===== src/rtl/sync_fifo_flags.sv =====
// Single-clock FIFO with arbitrary depth, occupancy count, programmable
// almost-full/almost-empty thresholds, overflow/underflow pulses and an
// optional first-word-fall-through read port.
module sync_fifo_flags #(
  parameter int FIFO_WIDTH = 8,
  parameter int FIFO_DEPTH = 8,
  parameter int AF_THR     = FIFO_DEPTH - 1,
  parameter int AE_THR     = 1,
  parameter bit FWFT       = 1'b0,
  localparam int CW        = $clog2(FIFO_DEPTH + 1)
) (
  input  logic                  clk,
  input  logic                  rst,
  input  logic                  wr_en,
  input  logic [FIFO_WIDTH-1:0] data_in,
  input  logic                  rd_en,
  output logic [FIFO_WIDTH-1:0] data_out,
  output logic                  empty,
  output logic                  full,
  output logic                  almost_empty,
  output logic                  almost_full,
  output logic [CW-1:0]         count,
  output logic                  overflow,
  output logic                  underflow
);

  localparam int PW = (FIFO_DEPTH > 1) ? $clog2(FIFO_DEPTH) : 1;
  localparam logic [PW-1:0] PTR_LAST = PW'(FIFO_DEPTH - 1);

  logic [FIFO_WIDTH-1:0] mem_q [FIFO_DEPTH];

  logic [PW-1:0] wr_ptr_q, wr_ptr_d;
  logic [PW-1:0] rd_ptr_q, rd_ptr_d;
  logic [CW-1:0] count_q, count_d;
  logic          empty_q, empty_d;
  logic          full_q, full_d;
  logic          ae_q, ae_d;
  logic          af_q, af_d;
  logic          ovf_q, ovf_d;
  logic          unf_q, unf_d;
  logic          wr_ok, rd_ok;

  // A full FIFO still takes a write when the same cycle pops a word.
  assign rd_ok = rd_en && !empty_q;
  assign wr_ok = wr_en && (!full_q || rd_en);

  // Next-state for pointers, occupancy, flags and error pulses.
  always_comb begin
    wr_ptr_d = wr_ptr_q;
    rd_ptr_d = rd_ptr_q;
    count_d  = count_q;
    if (wr_ok) wr_ptr_d = (wr_ptr_q == PTR_LAST) ? '0 : wr_ptr_q + 1'b1;
    if (rd_ok) rd_ptr_d = (rd_ptr_q == PTR_LAST) ? '0 : rd_ptr_q + 1'b1;
    if (wr_ok && !rd_ok)      count_d = count_q + 1'b1;
    else if (!wr_ok && rd_ok) count_d = count_q - 1'b1;
    // Flags come from count_d so they always agree with count.
    empty_d = (count_d == '0);
    full_d  = (count_d == CW'(FIFO_DEPTH));
    ae_d    = (count_d <= CW'(AE_THR));
    af_d    = (count_d >= CW'(AF_THR));
    ovf_d   = wr_en && !wr_ok;
    unf_d   = rd_en && !rd_ok;
  end

  // Control state; requests seen during reset are dropped silently.
  always_ff @(posedge clk or posedge rst) begin
    if (rst) begin
      wr_ptr_q <= '0;
      rd_ptr_q <= '0;
      count_q  <= '0;
      empty_q  <= 1'b1;
      full_q   <= 1'b0;
      ae_q     <= 1'b1;
      af_q     <= 1'b0;
      ovf_q    <= 1'b0;
      unf_q    <= 1'b0;
    end else begin
      wr_ptr_q <= wr_ptr_d;
      rd_ptr_q <= rd_ptr_d;
      count_q  <= count_d;
      empty_q  <= empty_d;
      full_q   <= full_d;
      ae_q     <= ae_d;
      af_q     <= af_d;
      ovf_q    <= ovf_d;
      unf_q    <= unf_d;
    end
  end

  // Storage is not reset; contents persist across reset.
  always_ff @(posedge clk) begin
    if (wr_ok && !rst) mem_q[wr_ptr_q] <= data_in;
  end

  generate
    if (FWFT) begin : g_fwft
      // Head of queue is shown directly; meaningless while empty.
      assign data_out = mem_q[rd_ptr_q];
    end else begin : g_std
      logic [FIFO_WIDTH-1:0] dout_q, dout_d;

      // Registered read port holds its value unless a read is accepted.
      always_comb begin
        dout_d = dout_q;
        if (rd_ok) dout_d = mem_q[rd_ptr_q];
      end

      // Read data register, cleared by reset.
      always_ff @(posedge clk or posedge rst) begin
        if (rst) dout_q <= '0;
        else     dout_q <= dout_d;
      end

      assign data_out = dout_q;
    end
  endgenerate

  assign empty        = empty_q;
  assign full         = full_q;
  assign almost_empty = ae_q;
  assign almost_full  = af_q;
  assign count        = count_q;
  assign overflow     = ovf_q;
  assign underflow    = unf_q;

endmodule


===== config.mk =====
export PLATFORM = sky130hd
export DESIGN_NAME = sync_fifo_flags
export DESIGN_NICKNAME = d
export VERILOG_FILES = /design/src/rtl/sync_fifo_flags.sv
export SDC_FILE = /design/constraint.sdc
export NUM_CORES = 1
export LEC_CHECK = 0
export ABC_AREA = 1
export BUFFER_PORTS_ARGS = -buffer_cell sky130_fd_sc_hd__buf_2
export CORE_MARGIN = 4
export CORE_UTILIZATION = 53
export CTS_CLUSTER_DIAMETER = 150
export DETAILED_ROUTE_END_ITERATION = 8
export PLACE_DENSITY = 0.85
export RECOVER_POWER = 25
export SETUP_SLACK_MARGIN = 0.15
export SLEW_MARGIN = 15
export SYNTH_ARGS = -nofsm -noshare
export SYNTH_HDL_FRONTEND = slang
export SYNTH_SLANG_ARGS = --single-unit

===== constraint.sdc =====
create_clock -name clk -period 1.55 [get_ports clk]
set_input_delay 0.155 -clock clk [delete_from_list [all_inputs] [get_ports clk]]
set_output_delay 0.155 -clock clk [all_outputs]
set_load 0.02 [all_outputs]

### Word-level counts from Yosys, hierarchy flattened

Memory sizes are Yosys's and may differ from the RTL's. A register that Yosys moved wholly into a read port is not among the register bits.
Index checks and enable logic that the tools add are counted.

* memories: 1
* output and inout bits: 18
* register bits after elaboration: 16
* memory bits (writable): 64

Memory list
* mem_q: depth 8, bits a word 8, read ports 1, clocked after memory_dff 1, wr ports 1, RTL line 30 `logic [FIFO_WIDTH-1:0] mem_q [FIFO_DEPTH];`

* muxes and demuxes: 6
* $lt $le $gt $ge: 2
* $add $sub $neg: 4
* reduce and logical (&&, ||, !) cells: 14
* equality and inequality tests: 3

Operators with widths (count)
* $mux W4: 2
* $logic_and A1 B1 Y1: 7
* $add A3 B1 Y3 const B: 2
* $eq A3 B3 Y1 const B: 2
* $mux W3: 2
* $logic_not A1 Y1: 5
* $add A4 B1 Y4 const B: 1
* $eq A4 B4 Y1 const B: 1
* $ge A4 B3 Y1 const B: 1
* $le A4 B1 Y1 const B: 1
* $logic_not A4 Y1: 1
* $sub A4 B1 Y4 const B: 1
* $mux W1: 2
* $logic_or A1 B1 Y1: 1

### Logic depth before layout (Yosys ltp)

* word-level depth: 8
* gate-level depth with buffers: 12

### Worst setup path before layout

OpenSTA, ideal clock, no wires.

* path type: reg2reg
* start point: register full_q, in the netlist full
* end point: memory mem_q[0][0], enable pin
* library setup time: 370 ps
* clock period less this slack: 1597 ps
* stages on the path, launching flop included: 6
* slack: -47 ps
* data required time: 1180 ps
* arrival time: 1227 ps
* buffers on the path: 0
* cell sequence: dfrtp_1 nand2_2 nand2_2 nor2_1 nand2_1 nor2_1

* longest elaborated chain between the ends: 6

Ends and longest elaborated chain
* start: declaration: RTL line 36 `logic full_q, full_d;`
* start signal: assignment: RTL line 82 `full_q <= full_d;`
* $logic_not A1 Y1: RTL line 45 `assign wr_ok = wr_en && (!full_q || rd_en);`
* $logic_or A1 B1 Y1: RTL line 45
* $logic_and A1 B1 Y1: RTL line 45
* $logic_and A1 B1 Y1: RTL line 92 `if (wr_ok && !rst) mem_q[wr_ptr_q] <= data_in;`
* $mux W1: RTL line 92
* $mux W1 (implied by the code): RTL line 92
* end: declaration: RTL line 30

Every way passes these cells.

### Worst setup path in the final report

* start point: register full_q, in the netlist full
* end point: memory mem_q[7][7], enable pin

The elaborated chain is that of the path after synthesis.

==> impl_metrics.toml <==
[cts]
clock_path_buffers = 2
clock_insertion_delay_worst_skew_ns = 0.36
cts-root-buf = "sky130_fd_sc_hd__clkbuf_8"
ctsHtreeMaxLevel = 3
cts_buf_count = 9
clk_transition_reported_paths_ns = 0.09
cts_tree = "done"
clkSinkCount = 88

[global_route]
grt_antenna_before_repair = 0
via_count_of_the_first_global_routing_pass = 2537
groute.usage.overall_pct = 20.5
grt_max_degree = 34
grt_pass1_wl_mm = 12.9
globalRoute.totalOverflow = 0

[yosys]
synthesis.nets = 348
netlist_area_mm2 = 0.00368
synth_top_area_cell = "sky130_fd_sc_hd__edfxtp_1"
synth_enable_flop_cells = 64
synthCells = 330
yosys_warnings = 0
synth-seq-area-share_pct = 68.6
synth.ff_latch_count = 88
synth_top_cells_by_area = "sky130_fd_sc_hd__edfxtp_1, sky130_fd_sc_hd__dfrtp_1, sky130_fd_sc_hd__nand2_1"
ys_async_sr_fraction_pct = 27.3
synth.avg_cell_area_um2 = 11.2
yosys.area.top_type_share_pct = 52.2
prevailing_post_synth_register_cell = "sky130_fd_sc_hd__edfxtp_1"
number_of_distinct_library_cells_after_synthesis = 26

[worst_setup_path]
worst_setup_path_end_kind = "flip-flop"
cp_slowest_stage_delay_ns = 0.44
worstReg2RegEnd = "mem_q[7][7]$_DFFE_PP_"
critPathBufInv = 0
worst_setup_path_startpoint = "full$_DFF_PP0_"
timing.critical_path.max_delay_family = "simple AND/OR/NAND/NOR gates"
worst_path_most_repeated_cell = "sky130_fd_sc_hd__nand2_4"
critPathLaunchType = "flip-flop"
worst-r2r-cell-count = 5
worstSetupPathType = "reg -> reg"
worst-endpoint-arrival_ns = 1.46
worst-path-stages = 5
reg2reg_setup_slack_ns = 0.13
crit_slowest_cell = "sky130_fd_sc_hd__dfrtp_2"
timing.rr.start = "full$_DFF_PP0_"
crit_path_cell_trace = "nand2_4, nand2_4, nor2_4, nand2_4, nor2_4"
worstPathMaxFanout = 8
crit_required_ns = 1.59

[timing]
period_needed_ns = 1.42
timing.clock.skew_ns = 0.00979
timing.final.setup_violations = 0
maxSlewHeadroom_pct = 65.0
rsz0062_at_grt = "true"
slew_violations = 0
post-route-period-util_pct = 91.6
finalSetupTns_ns = 0
timing.final.ws_setup_ns = 0.130
fmax_mhz = 704
hold_viol_final = 0
hold_slack_ns = 0.0423
max_slew.worst_pin.slew_ns = 0.526

[floorplanning]
rows = 30
die_h_um = 91.4
die_width_um = 91.4
die-area_mm2 = 0.00834
floorplan.io_pins = 30
floorplan.initialDensity_pct = 54.5
placeableCoreArea_mm2 = 0.00676

[routing]
route.detailed.wl_per_inst_um = 18.1
first_iter_violations = 295
detail-route-antenna-nets = 0
drt_pass1_iterations = 5
postRouteWirelength_mm = 8.44
avgViaCountPerCell = 5.79
detail_route.drc_violations = 0
routed-via-count = 2702

[run]
max-cap-violations = 0

[final_layout]
flow.area_growth_from_synthesis_pct = 21.2
post_route_cells_drive_above_1_share_pct = 27.4
layout_cells_excl_fill = 467
finalNetCount = 400
diodes = 0

[power_and_ir_drop]
pwr_density_cell_mw_per_mm2 = 1850
ir_drop_uv = 907
total_leakage_power_nw = 1.78

[place]
finalWeightedCongestion = 0.883
dpl.cell_count = 433
io_buffer_count = 29
pre_cts_ws_ns = 0.0677
place.detailed.hpwl_mm = 5.35

[hold_path]
hold_path_depth = 3
hold_end = "underflow$_DFF_PP0_"
hold_path.class = "in -> reg"
timing.hold.worst.start = "rd_en"

[status]
result_of_the_run = "complete, no violations"
-- logic make-up (layout without fill, tap and decap cells) --
logic type / Yosys count / after routing / share of synthesized area (%)
AO/OA/AOI/OAI: 64 / 64 / 9.92
XOR/XNOR: 1 / 1 / 0.238
adder cells (fa/ha/maj): 6 / 6 / 2.04
buffers and inverters: 39 / 96 / 4.11
flip-flops: 88 / 88 / 68.6
AND/OR/NAND/NOR: 132 / 132 / 15.1
-- placed cells by master, fill, tap and decap left out, types with 3 or more instances in the layout --
cell                       netlist  layout
sky130_fd_sc_hd__a21oi_1         9       5
sky130_fd_sc_hd__a21oi_2         1       5
sky130_fd_sc_hd__buf_12          0       3
sky130_fd_sc_hd__buf_2           3      21
sky130_fd_sc_hd__buf_4           0      17
sky130_fd_sc_hd__clkbuf_1        7       8
sky130_fd_sc_hd__clkbuf_8        0       9
sky130_fd_sc_hd__dfrtp_1        22      18
sky130_fd_sc_hd__dfrtp_2         0       4
sky130_fd_sc_hd__edfxtp_1       64      64
sky130_fd_sc_hd__ha_1            6       5
sky130_fd_sc_hd__inv_1          23      20
sky130_fd_sc_hd__inv_2           3       5
sky130_fd_sc_hd__inv_6           0       3
sky130_fd_sc_hd__nand2_1        58      53
sky130_fd_sc_hd__nand2_2         5       6
sky130_fd_sc_hd__nand2_4         2       6
sky130_fd_sc_hd__nand3_1        13      13
sky130_fd_sc_hd__nor2_1         49      38
sky130_fd_sc_hd__nor2_4          1      13
sky130_fd_sc_hd__o211ai_1       16      16
sky130_fd_sc_hd__o21ai_0        37      26
sky130_fd_sc_hd__o21ai_1         0      10
-- per-layer routing --
metal  share of wire, %  GRT usage, %  routed length (um)  vias to the layer above
met5                  0             0                   0                        -
met4                3.2          10.2                 266                        0
met3                8.4          6.21                 713                       25
met2                 47          30.7                3960                      148
met1                 41          27.3                3500                     1300
li1                   -             -                   -                     1229
-- Yosys cell counts, drive strengths merged (2+ instances only) --
master,n
a21oi,10
buf,4
clkbuf,7
clkinv,2
dfrtp,22
dfstp,2
edfxtp,64
ha,6
inv,26
nand2,65
nand3,13
nor2,52
o211ai,16
o21ai,37
-- sequential cells by signal, summed over array words and instances (netlist names) --
signal / count
overflow: 1
rd_ptr_q: 3
underflow: 1
wr_ptr_q: 3
almost_full: 1
mem_q: 64
data_out: 8
almost_empty: 1
full: 1
empty: 1
count: 4
-- power breakdown --
group	switching [mW]	internal, mW
combinational	2.18	1.29
clock	0.883	0.616
sequential	0.304	2.96
-- worst register-to-register path: stages, from the launching register on --
cell and delay [ns]:
sky130_fd_sc_hd__dfrtp_2 0.44, sky130_fd_sc_hd__nand2_4 0.09, sky130_fd_sc_hd__nand2_4 0.06, sky130_fd_sc_hd__nor2_4 0.15, sky130_fd_sc_hd__nand2_4 0.12, sky130_fd_sc_hd__nor2_4 0.25
-- layout make-up --
| class | instances | area (um^2) |
|---|---|---|
| flip-flops and latches | 88 | 2530 |
| fillers | 459 | 2290 |
| clock buffers | 9 | 124 |
| clock inverters | 7 | 62.6 |
| inverters | 28 | 115 |
| multi-input cells | 203 | 1160 |
| repair buffers | 52 | 373 |
| well taps | 80 | 100 |
-- what timing repair did --
action	in CTS	in global routing
setup endpoints to repair	75	77
pin swaps	11	19
buffers inserted	6	10
hold buffers	1	0
endpoints found under the hold margin	22	0
cloned	0	1
resized for setup	8	34
-- worst max path at each step --
stage / endpoint
floorplan: mem_q[1][0]$_DFFE_PP_
global placement: mem_q[2][6]$_DFFE_PP_
detailed placement: mem_q[2][6]$_DFFE_PP_
CTS: mem_q[2][6]$_DFFE_PP_
global route: full$_DFF_PP0_
finish: mem_q[7][7]$_DFFE_PP_
-- stage by stage --
stage | cell area (um^2) | power (mW) | util (%)
2_1_floorplan | 3770 | 5.24 | -
3_3_place_gp | 4020 | 6.02 | 59.5
3_5_place_dp | 4020 | 6.13 | 59.5
4_1_cts | 4280 | 7.73 | 63.3
5_1_grt | 4460 | 8.77 | 66.0
6_report | 4460 | 8.23 | 66.0
(Power assumes the default switching activity.)
